### config.mk
export PLATFORM = sky130hd
export DESIGN_NAME = snn_image_sequencer_flat
export DESIGN_NICKNAME = d
export VERILOG_FILES = /design/src/rtl/snn_image_sequencer_if.sv /design/src/rtl/snn_image_sequencer.sv /design/src/flat_wrapper.sv
export SDC_FILE = /design/constraint.sdc
export NUM_CORES = 1
export LEC_CHECK = 0
export BUFFER_PORTS_ARGS = -buffer_cell sky130_fd_sc_hd__buf_2
export CELL_PAD_IN_SITES_DETAIL_PLACEMENT = 1
export CELL_PAD_IN_SITES_GLOBAL_PLACEMENT = 1
export CORE_AREA = 2 2 487 489
export DETAILED_ROUTE_END_ITERATION = 8
export DIE_AREA = 0 0 489 491
export PLACE_DENSITY = 0.37
export RECOVER_POWER = 25
export SKIP_LAST_GASP = 1
export SYNTH_ARGS = -nofsm -noshare
export SYNTH_HDL_FRONTEND = slang
export SYNTH_SLANG_ARGS = --single-unit
### constraint.sdc
create_clock -name iCLK -period 2.35 [get_ports iCLK]
set_input_delay 0 -clock iCLK [delete_from_list [all_inputs] [get_ports iCLK]]
set_output_delay 0 -clock iCLK [all_outputs]
set_load 0.05 [all_outputs]
### src/rtl/snn_image_sequencer_if.sv
// -----------------------------------------------------------------------------
// snn_image_sequencer_if
// Signal bundle between the host JTAG word registers, the image sequencer and
// the run_network instance.
//
//   iNEXT          host chunk strobe (level, rising edge = iDATA valid)
//   iFINISH        strobed chunk is the last one of the image
//   iDATA          chunk words, word i at [i*WORD_W +: WORD_W]
//   oIMAGE         packed image presented to the SNN
//   oSNN_START     one-cycle SNN start pulse
//   iSNN_DONE      SNN finished (level or pulse)
//   iSNN_OUT       SNN neuron outputs
//   oRESULT        latched classification result
//   oRESULT_VALID  result available
//   oBUSY          sequencer is starting or running the SNN
//   oERROR         sticky flags: [0] overflow, [1] strobe while busy, [2] timeout
//
// Modports: master = host / SNN side, slave = sequencer.
// -----------------------------------------------------------------------------
interface snn_image_sequencer_if #(
  parameter int WORDS_PER_CHUNK = 14,
  parameter int WORD_W          = 32,
  parameter int IMG_BITS        = 800,
  parameter int OUT_W           = 2
) ();

  logic                              iNEXT;
  logic                              iFINISH;
  logic [WORDS_PER_CHUNK*WORD_W-1:0] iDATA;
  logic [IMG_BITS-1:0]               oIMAGE;
  logic                              oSNN_START;
  logic                              iSNN_DONE;
  logic [OUT_W-1:0]                  iSNN_OUT;
  logic [OUT_W-1:0]                  oRESULT;
  logic                              oRESULT_VALID;
  logic                              oBUSY;
  logic [2:0]                        oERROR;

  modport master (
    output iNEXT, iFINISH, iDATA, iSNN_DONE, iSNN_OUT,
    input  oIMAGE, oSNN_START, oRESULT, oRESULT_VALID, oBUSY, oERROR
  );

  modport slave (
    input  iNEXT, iFINISH, iDATA, iSNN_DONE, iSNN_OUT,
    output oIMAGE, oSNN_START, oRESULT, oRESULT_VALID, oBUSY, oERROR
  );

endinterface

### src/rtl/snn_image_sequencer.sv
// -----------------------------------------------------------------------------
// snn_image_sequencer
// Moves one image from the host JTAG word registers into the spiking-network
// input buffer, starts the network and latches its classification result.
// Lives in the 120 MHz domain; iNEXT is already synchronous to iCLK.
//
// Ports:
//   iCLK     system clock
//   iRESETn  asynchronous active-low reset (synchronous release upstream)
//   bus      snn_image_sequencer_if.slave (host strobe/data, image, SNN
//            start/done/result, status and sticky error flags)
//
// Optional feature (compile-time macro SNN_SEQ_TIMEOUT_EN):
//   defined   - RUN is bounded by TIMEOUT_CYC cycles; expiry sets oERROR[2]
//   undefined - RUN waits for done indefinitely, oERROR[2] is tied to 0
// -----------------------------------------------------------------------------
module snn_image_sequencer #(
  parameter int WORDS_PER_CHUNK = 14,
  parameter int WORD_W          = 32,
  parameter int IMG_BITS        = 800,
  parameter int OUT_W           = 2
`ifdef SNN_SEQ_TIMEOUT_EN
  ,
  parameter int TIMEOUT_CYC     = 65535
`endif
) (
  input  logic                  iCLK,
  input  logic                  iRESETn,
  snn_image_sequencer_if.slave  bus
);

  localparam int CHUNK_BITS = WORDS_PER_CHUNK * WORD_W;
  localparam int MAX_CHUNKS = (IMG_BITS + CHUNK_BITS - 1) / CHUNK_BITS;
  localparam int IDX_W      = (MAX_CHUNKS > 1) ? $clog2(MAX_CHUNKS) : 1;

  typedef enum logic [1:0] {
    ST_IDLE,
    ST_LOAD,
    ST_START,
    ST_RUN
  } state_t;

  state_t              r_state;
  logic [IDX_W-1:0]    r_idx;
  logic                r_next_q;
  logic [IMG_BITS-1:0] r_image;
  logic                r_start;
  logic                r_busy;
  logic [OUT_W-1:0]    r_result;
  logic                r_result_valid;
  logic [1:0]          r_err;          // [0] overflow, [1] strobe while busy

  logic                w_edge;
  logic                w_last_slot;
  logic [IMG_BITS-1:0] w_image_wr;
  logic                w_err_timeout;

  // iNEXT is a level; only its rising edge delivers a chunk.
  assign w_edge      = bus.iNEXT & ~r_next_q;
  // A non-final chunk in the last slot would leave no room for the final one.
  assign w_last_slot = (int'(r_idx) + 1 == MAX_CHUNKS);

  // Image with the current chunk merged at offset idx*CHUNK_BITS. Bits that
  // would land at or beyond IMG_BITS simply have no destination.
  // NOTE: every always_comb output gets a full default before any conditional
  // update, so no path leaves it unassigned and no latch is inferred.
  always_comb begin
    w_image_wr = r_image;
    for (int b = 0; b < IMG_BITS; b++) begin
      if (b / CHUNK_BITS == int'(r_idx)) begin
        w_image_wr[b] = bus.iDATA[b % CHUNK_BITS];
      end
    end
  end

`ifdef SNN_SEQ_TIMEOUT_EN
  logic [15:0] r_run_cnt;
  logic        r_err_timeout;
  logic        w_timeout;

  // Counter holds the number of RUN cycles already elapsed, so the cycle in
  // which it reads TIMEOUT_CYC-1 is the last one allowed.
  assign w_timeout     = (r_run_cnt == 16'(TIMEOUT_CYC - 1));
  assign w_err_timeout = r_err_timeout;
`else
  assign w_err_timeout = 1'b0;
`endif

  // NOTE: all state here uses non-blocking assignments so every register
  // samples pre-edge values and simulation order cannot change the result.
  // NOTE: the image buffer is a plain register (not a RAM) and is reset along
  // with everything else, so a partial image never survives a reset.
  always_ff @(posedge iCLK or negedge iRESETn) begin
    if (!iRESETn) begin
      r_state        <= ST_IDLE;
      r_idx          <= '0;
      r_next_q       <= 1'b0;
      r_image        <= '0;
      r_start        <= 1'b0;
      r_busy         <= 1'b0;
      r_result       <= '0;
      r_result_valid <= 1'b0;
      r_err          <= '0;
`ifdef SNN_SEQ_TIMEOUT_EN
      r_run_cnt      <= '0;
      r_err_timeout  <= 1'b0;
`endif
    end else begin
      r_next_q <= bus.iNEXT;
      r_start  <= 1'b0;

      case (r_state)
        ST_IDLE, ST_LOAD: begin
          if (w_edge) begin
            if (!bus.iFINISH && w_last_slot) begin
              // Overflow: chunk dropped, sequencer rearms for a fresh image.
              r_err[0] <= 1'b1;
              r_idx    <= '0;
              r_state  <= ST_IDLE;
            end else begin
              r_image <= w_image_wr;
              if (r_state == ST_IDLE) begin
                // First accepted chunk of a new image clears old status.
                r_err          <= '0;
                r_result_valid <= 1'b0;
`ifdef SNN_SEQ_TIMEOUT_EN
                r_err_timeout  <= 1'b0;
`endif
              end
              if (bus.iFINISH) begin
                r_idx   <= '0;
                r_state <= ST_START;
                r_start <= 1'b1;
                r_busy  <= 1'b1;
              end else begin
                r_idx   <= r_idx + IDX_W'(1);
                r_state <= ST_LOAD;
              end
            end
          end
        end

        ST_START: begin
          if (w_edge) r_err[1] <= 1'b1;
          r_state <= ST_RUN;
`ifdef SNN_SEQ_TIMEOUT_EN
          r_run_cnt <= '0;
`endif
        end

        ST_RUN: begin
          if (w_edge) r_err[1] <= 1'b1;
          if (bus.iSNN_DONE) begin
            r_result       <= bus.iSNN_OUT;
            r_result_valid <= 1'b1;
            r_busy         <= 1'b0;
            r_state        <= ST_IDLE;
          end
`ifdef SNN_SEQ_TIMEOUT_EN
          else if (w_timeout) begin
            r_err_timeout <= 1'b1;
            r_busy        <= 1'b0;
            r_state       <= ST_IDLE;
          end else begin
            r_run_cnt <= r_run_cnt + 16'd1;
          end
`endif
        end

        default: r_state <= ST_IDLE;
      endcase
    end
  end

  assign bus.oIMAGE        = r_image;
  assign bus.oSNN_START    = r_start;
  assign bus.oRESULT       = r_result;
  assign bus.oRESULT_VALID = r_result_valid;
  assign bus.oBUSY         = r_busy;
  assign bus.oERROR        = {w_err_timeout, r_err};

endmodule

### src/flat_wrapper.sv
// flat-port wrapper written by rule: the top's interface ports become plain ports
module snn_image_sequencer_flat 
#(
  parameter int WORDS_PER_CHUNK = 14,
  parameter int WORD_W          = 32,
  parameter int IMG_BITS        = 800,
  parameter int OUT_W           = 2

)
  (iCLK, iRESETn, bus_iNEXT, bus_iFINISH, bus_iDATA, bus_iSNN_DONE, bus_iSNN_OUT, bus_oIMAGE, bus_oSNN_START, bus_oRESULT, bus_oRESULT_VALID, bus_oBUSY, bus_oERROR);
  snn_image_sequencer_if #(.WORDS_PER_CHUNK(WORDS_PER_CHUNK), .WORD_W(WORD_W), .IMG_BITS(IMG_BITS), .OUT_W(OUT_W)) bus_i ();
  input  logic iCLK;
  input  logic iRESETn;
  input wire logic [$bits(bus_i.iNEXT)-1:0] bus_iNEXT;
  input wire logic [$bits(bus_i.iFINISH)-1:0] bus_iFINISH;
  input wire logic [$bits(bus_i.iDATA)-1:0] bus_iDATA;
  input wire logic [$bits(bus_i.iSNN_DONE)-1:0] bus_iSNN_DONE;
  input wire logic [$bits(bus_i.iSNN_OUT)-1:0] bus_iSNN_OUT;
  output wire logic [$bits(bus_i.oIMAGE)-1:0] bus_oIMAGE;
  output wire logic [$bits(bus_i.oSNN_START)-1:0] bus_oSNN_START;
  output wire logic [$bits(bus_i.oRESULT)-1:0] bus_oRESULT;
  output wire logic [$bits(bus_i.oRESULT_VALID)-1:0] bus_oRESULT_VALID;
  output wire logic [$bits(bus_i.oBUSY)-1:0] bus_oBUSY;
  output wire logic [$bits(bus_i.oERROR)-1:0] bus_oERROR;
  assign bus_i.iNEXT = bus_iNEXT;
  assign bus_i.iFINISH = bus_iFINISH;
  assign bus_i.iDATA = bus_iDATA;
  assign bus_i.iSNN_DONE = bus_iSNN_DONE;
  assign bus_i.iSNN_OUT = bus_iSNN_OUT;
  assign bus_oIMAGE = bus_i.oIMAGE;
  assign bus_oSNN_START = bus_i.oSNN_START;
  assign bus_oRESULT = bus_i.oRESULT;
  assign bus_oRESULT_VALID = bus_i.oRESULT_VALID;
  assign bus_oBUSY = bus_i.oBUSY;
  assign bus_oERROR = bus_i.oERROR;
  snn_image_sequencer #(.WORDS_PER_CHUNK(WORDS_PER_CHUNK), .WORD_W(WORD_W), .IMG_BITS(IMG_BITS), .OUT_W(OUT_W)) u_core (.iCLK(iCLK), .iRESETn(iRESETn), .bus(bus_i));
endmodule
==> results.cfg <==
[outcome]
run_status = complete, but fails checks
violated_checks = max-capacitance violations, max-slew violations

[place]
number_of_i_o_port_buffers = 1261
gpl.final_weighted_congestion = 0.788
detailedPlacementHpwl_um = 122000

[timing]
grt_setup_unrepaired = false
finalSetupViolations = 0
report.final.slew_viol_count = 26
timing.slew.headroom_pct = -4.42
min_period_over_period_pct = 92.5
fmax_ghz = 0.460
fin_tns_setup_ps = 0
max_slew.worst_pin.slew_ps = 1570
finalWorstPathRequiredPeriod_ps = 2170
endpoints_failing_hold = 0
clock_tree_skew_after_final_layout_ps = 40.6

[power]
total_leakage_power_nw = 23.4
p_sw_mw = 46.1
internal_power_mw = 41.0
power_per_cell_area_mw_per_mm2 = 1710
combinationalPowerShare_pct = 52.9
p_sw_share_pct = 52.9
clockPowerShare_pct = 18.4
worst_ir_drop_vdd_mv = 0.799
design_power_total_mw = 87.2
p_seq_share_pct = 28.8

[logic_synthesis]
post_synth.cell_area_avg_um2 = 17.5
synth_seq_area_share_pct = 67.0
post_synthesis_net_count = 2185
number_of_enable_type_register_cells_in_the_synthesized_netlist = 0
postSynth.asyncResetShare_pct = 100
ys.flop_type = sky130_fd_sc_hd__dfrtp_1
synthCells = 1730
post_synth_num_cell_types = 22
yosys_warnings = 0
mappedNetlistArea_mm2 = 0.0303
postSynthRegisterBits = 811

[route]
drt_pass1_iterations = 4
drt_iter0_drc = 646
antenna_left = 0
route.detailed.wl_per_inst_um = 21.9
post-route-drc-count = 0
post_drt_via_cell_ratio = 3.33
wirelength_um = 154000
detailed_route_via_count = 23500

[floorplanning]
floorplan.core_area_mm2 = 0.235
die_area_mm2 = 0.240
die_width_um = 489
std_cell_rows = 178
initial_core_util_pct = 12.9
height_of_the_die_um = 491
boundaryPins = 1263

[critical_path]
timing.critical_path.slowest_cell_delay_ps = 470
path_class = flop to flop
rrSetupSlack_ps = 180
critical_path_slowest_stage_cell = sky130_fd_sc_hd__or3b_4
reg2regPathDepth = 5
cp-end-kind = flop
critical_path.reg2reg.startpoint = u_core.r_state[1]$_DFFE_PN0P_
critPathMaxFanout = 29
setup.worst_path.start_class = flop
critPathTopFamily = simple AND/OR/NAND/NOR gates
worst-endpoint-required_ps = 2910
cp_num_buf_inv = 2
path_cells = or3b_4 > nor2_8 > buf_12 > buf_4 > mux2_1
cp_num_cells = 5
r2r_end = u_core.bus.oIMAGE[98]$_DFFE_PN0P_
critPathArrivalTime_ps = 2730

[clock_tree]
clkSlewWorstSetupHoldPaths_ps = 60
cts.path.max_buffers = 3
cts-root-buf = sky130_fd_sc_hd__clkbuf_16
cts_tree = done
cts.sink_count = 811
cts.repair_timing.setup_buffer_count = 0
clock_latency_ps = 740
cts-htree-levels = 3
tritoncts.num_buffers = 105

[grt]
groute.usage.overall_pct = 12.5
maximum_number_of_pins_on_one_net_before_global_route_repair = 92
first_global_vias = 26200
global_route.overflow_total = 0
grt_antenna_before_repair = 41
global_route_wire_length_before_repair_um = 212000

[cells_and_area]
mostFrequentLayoutCell = sky130_fd_sc_hd__buf_2
post_route_cells_drive_above_1_share_pct = 48.0
most-common-layout-cells = sky130_fd_sc_hd__buf_2, sky130_fd_sc_hd__dfrtp_1, sky130_fd_sc_hd__dlygate4sd3_1, sky130_fd_sc_hd__mux2_1, sky130_fd_sc_hd__mux2_2
fin_nets = 4255
layout-area-overhead-vs-synth_pct = 68.7

[min_path]
min_path_type = input pin to flop
worstHoldPathCells = 3
hold_path_startpoint = bus_iDATA[382]
worst_hold_path_endpoint = u_core.bus.oIMAGE[382]$_DFFE_PN0P_

[flow_run]
drv.max_cap_violation_count = 1
[cell usage after synthesis, types with 2 or more instances]
master | count | area, um^2
sky130_fd_sc_hd__mux2_2 | 375 | 4220
sky130_fd_sc_hd__buf_2 | 41 | 205
sky130_fd_sc_hd__buf_8 | 14 | 210
sky130_fd_sc_hd__mux2_1 | 427 | 4810
sky130_fd_sc_hd__o31ai_1 | 3 | 22.5
sky130_fd_sc_hd__nand3_1 | 2 | 10.0
sky130_fd_sc_hd__o21ai_0 | 3 | 15.0
sky130_fd_sc_hd__dfrtp_1 | 811 | 20300
sky130_fd_sc_hd__inv_1 | 3 | 11.3
sky130_fd_sc_hd__nand2_1 | 7 | 26.3
sky130_fd_sc_hd__buf_6 | 33 | 372
[worst max path at each step]
stage                                             start                                  to  slack [ps]
after floorplan           u_core.r_state[1]$_DFFE_PN0P_  u_core.bus.oIMAGE[169]$_DFFE_PN0P_         560
after global placement    u_core.r_state[1]$_DFFE_PN0P_  u_core.bus.oIMAGE[369]$_DFFE_PN0P_         150
after detailed placement  u_core.r_state[1]$_DFFE_PN0P_  u_core.bus.oIMAGE[373]$_DFFE_PN0P_         130
after CTS                 u_core.r_state[1]$_DFFE_PN0P_  u_core.bus.oIMAGE[373]$_DFFE_PN0P_         120
after global routing      u_core.r_state[1]$_DFFE_PN0P_  u_core.bus.oIMAGE[381]$_DFFE_PN0P_          60
final                     u_core.r_state[1]$_DFFE_PN0P_   u_core.bus.oIMAGE[98]$_DFFE_PN0P_         180
[per-stage QoR]
step                      utilization (%)  cells  hold WS, ps  setup slack (ps)  instance area, um^2
after floorplan                         -   1730         -296               564                30300
final                                21.8   7045         87.9               176                51100
after detailed placement             17.4   6136          108               126                40700
after global routing                 21.8   7034         3.61              60.9                51100
after CTS                            21.8   7028        0.365               123                51200
after global placement               17.4   6136          101               150                40700
[layout make-up]
cell class	instances	area (um^2)
Clock inverter	23	319
Timing Repair Buffer	2052	14200
Multi-Input combinational cell	827	9210
Inverter	3	11.3
Tap cell	3150	3940
Fill cell	26400	183000
Clock buffer	162	3070
Antenna cell	17	42.5
Sequential cell	811	20300
[logic make-up (layout without fill, tap and decap cells)]
kind of cell	count (synthesis)	count (layout)	synth area share (%)
AOI/OAI and AO/OA	7	7	0.149
buffers and inverters	92	2240	2.66
DFF	811	811	67.0
muxes	803	803	29.8
other	1	18	0.0124
and+or+nand+nor	16	16	0.339
[tightest hold or removal path, delay by kind of cell]
| kind | cells | cell delay, ps |
|---|---|---|
| mux | 1 | 130 |
| buf+inv | 2 | 630 |
[state kept, by name (all words and copies together) (netlist names)]
| register | flops |
|---|---|
| u_core.bus.oSNN_START | 1 |
| u_core.r_state | 2 |
| u_core.bus.oRESULT_VALID | 1 |
| u_core.bus.oRESULT | 2 |
| u_core.r_err | 2 |
| u_core.bus.oIMAGE | 800 |
| u_core.r_idx | 1 |
| u_core.r_next_q | 1 |
| u_core.bus.oBUSY | 1 |
[power by group through the flow]
stage	Sequential (mW)	Clock (mW)	Combinational, mW
after floorplan	49.7	0	6.43
after global placement	25.1	0	45.8
after detailed placement	25.3	0	45.8
after CTS	25.2	16.7	46.9
after global routing	26.1	17.3	48.1
final	25.1	16.0	46.1
[what timing repair did]
| action | 4_1_cts | 5_1_grt |
|---|---|---|
| hold endpoints to repair | 1615 | 0 |
| hold buffers | 707 | 0 |
| gates resized for setup | 0 | 0 |
[metal layers]
layer | GRT usage [%] | up-vias | routed length, um
met3 | 5.98 | 200 | 18800
met1 | 14.2 | 11900 | 58500
met4 | 3.57 | 4 | 4140
met5 | 0 | - | 28
li1 | - | 10300 | -
met2 | 20.7 | 1008 | 73000
(Power assumes the default switching activity.)
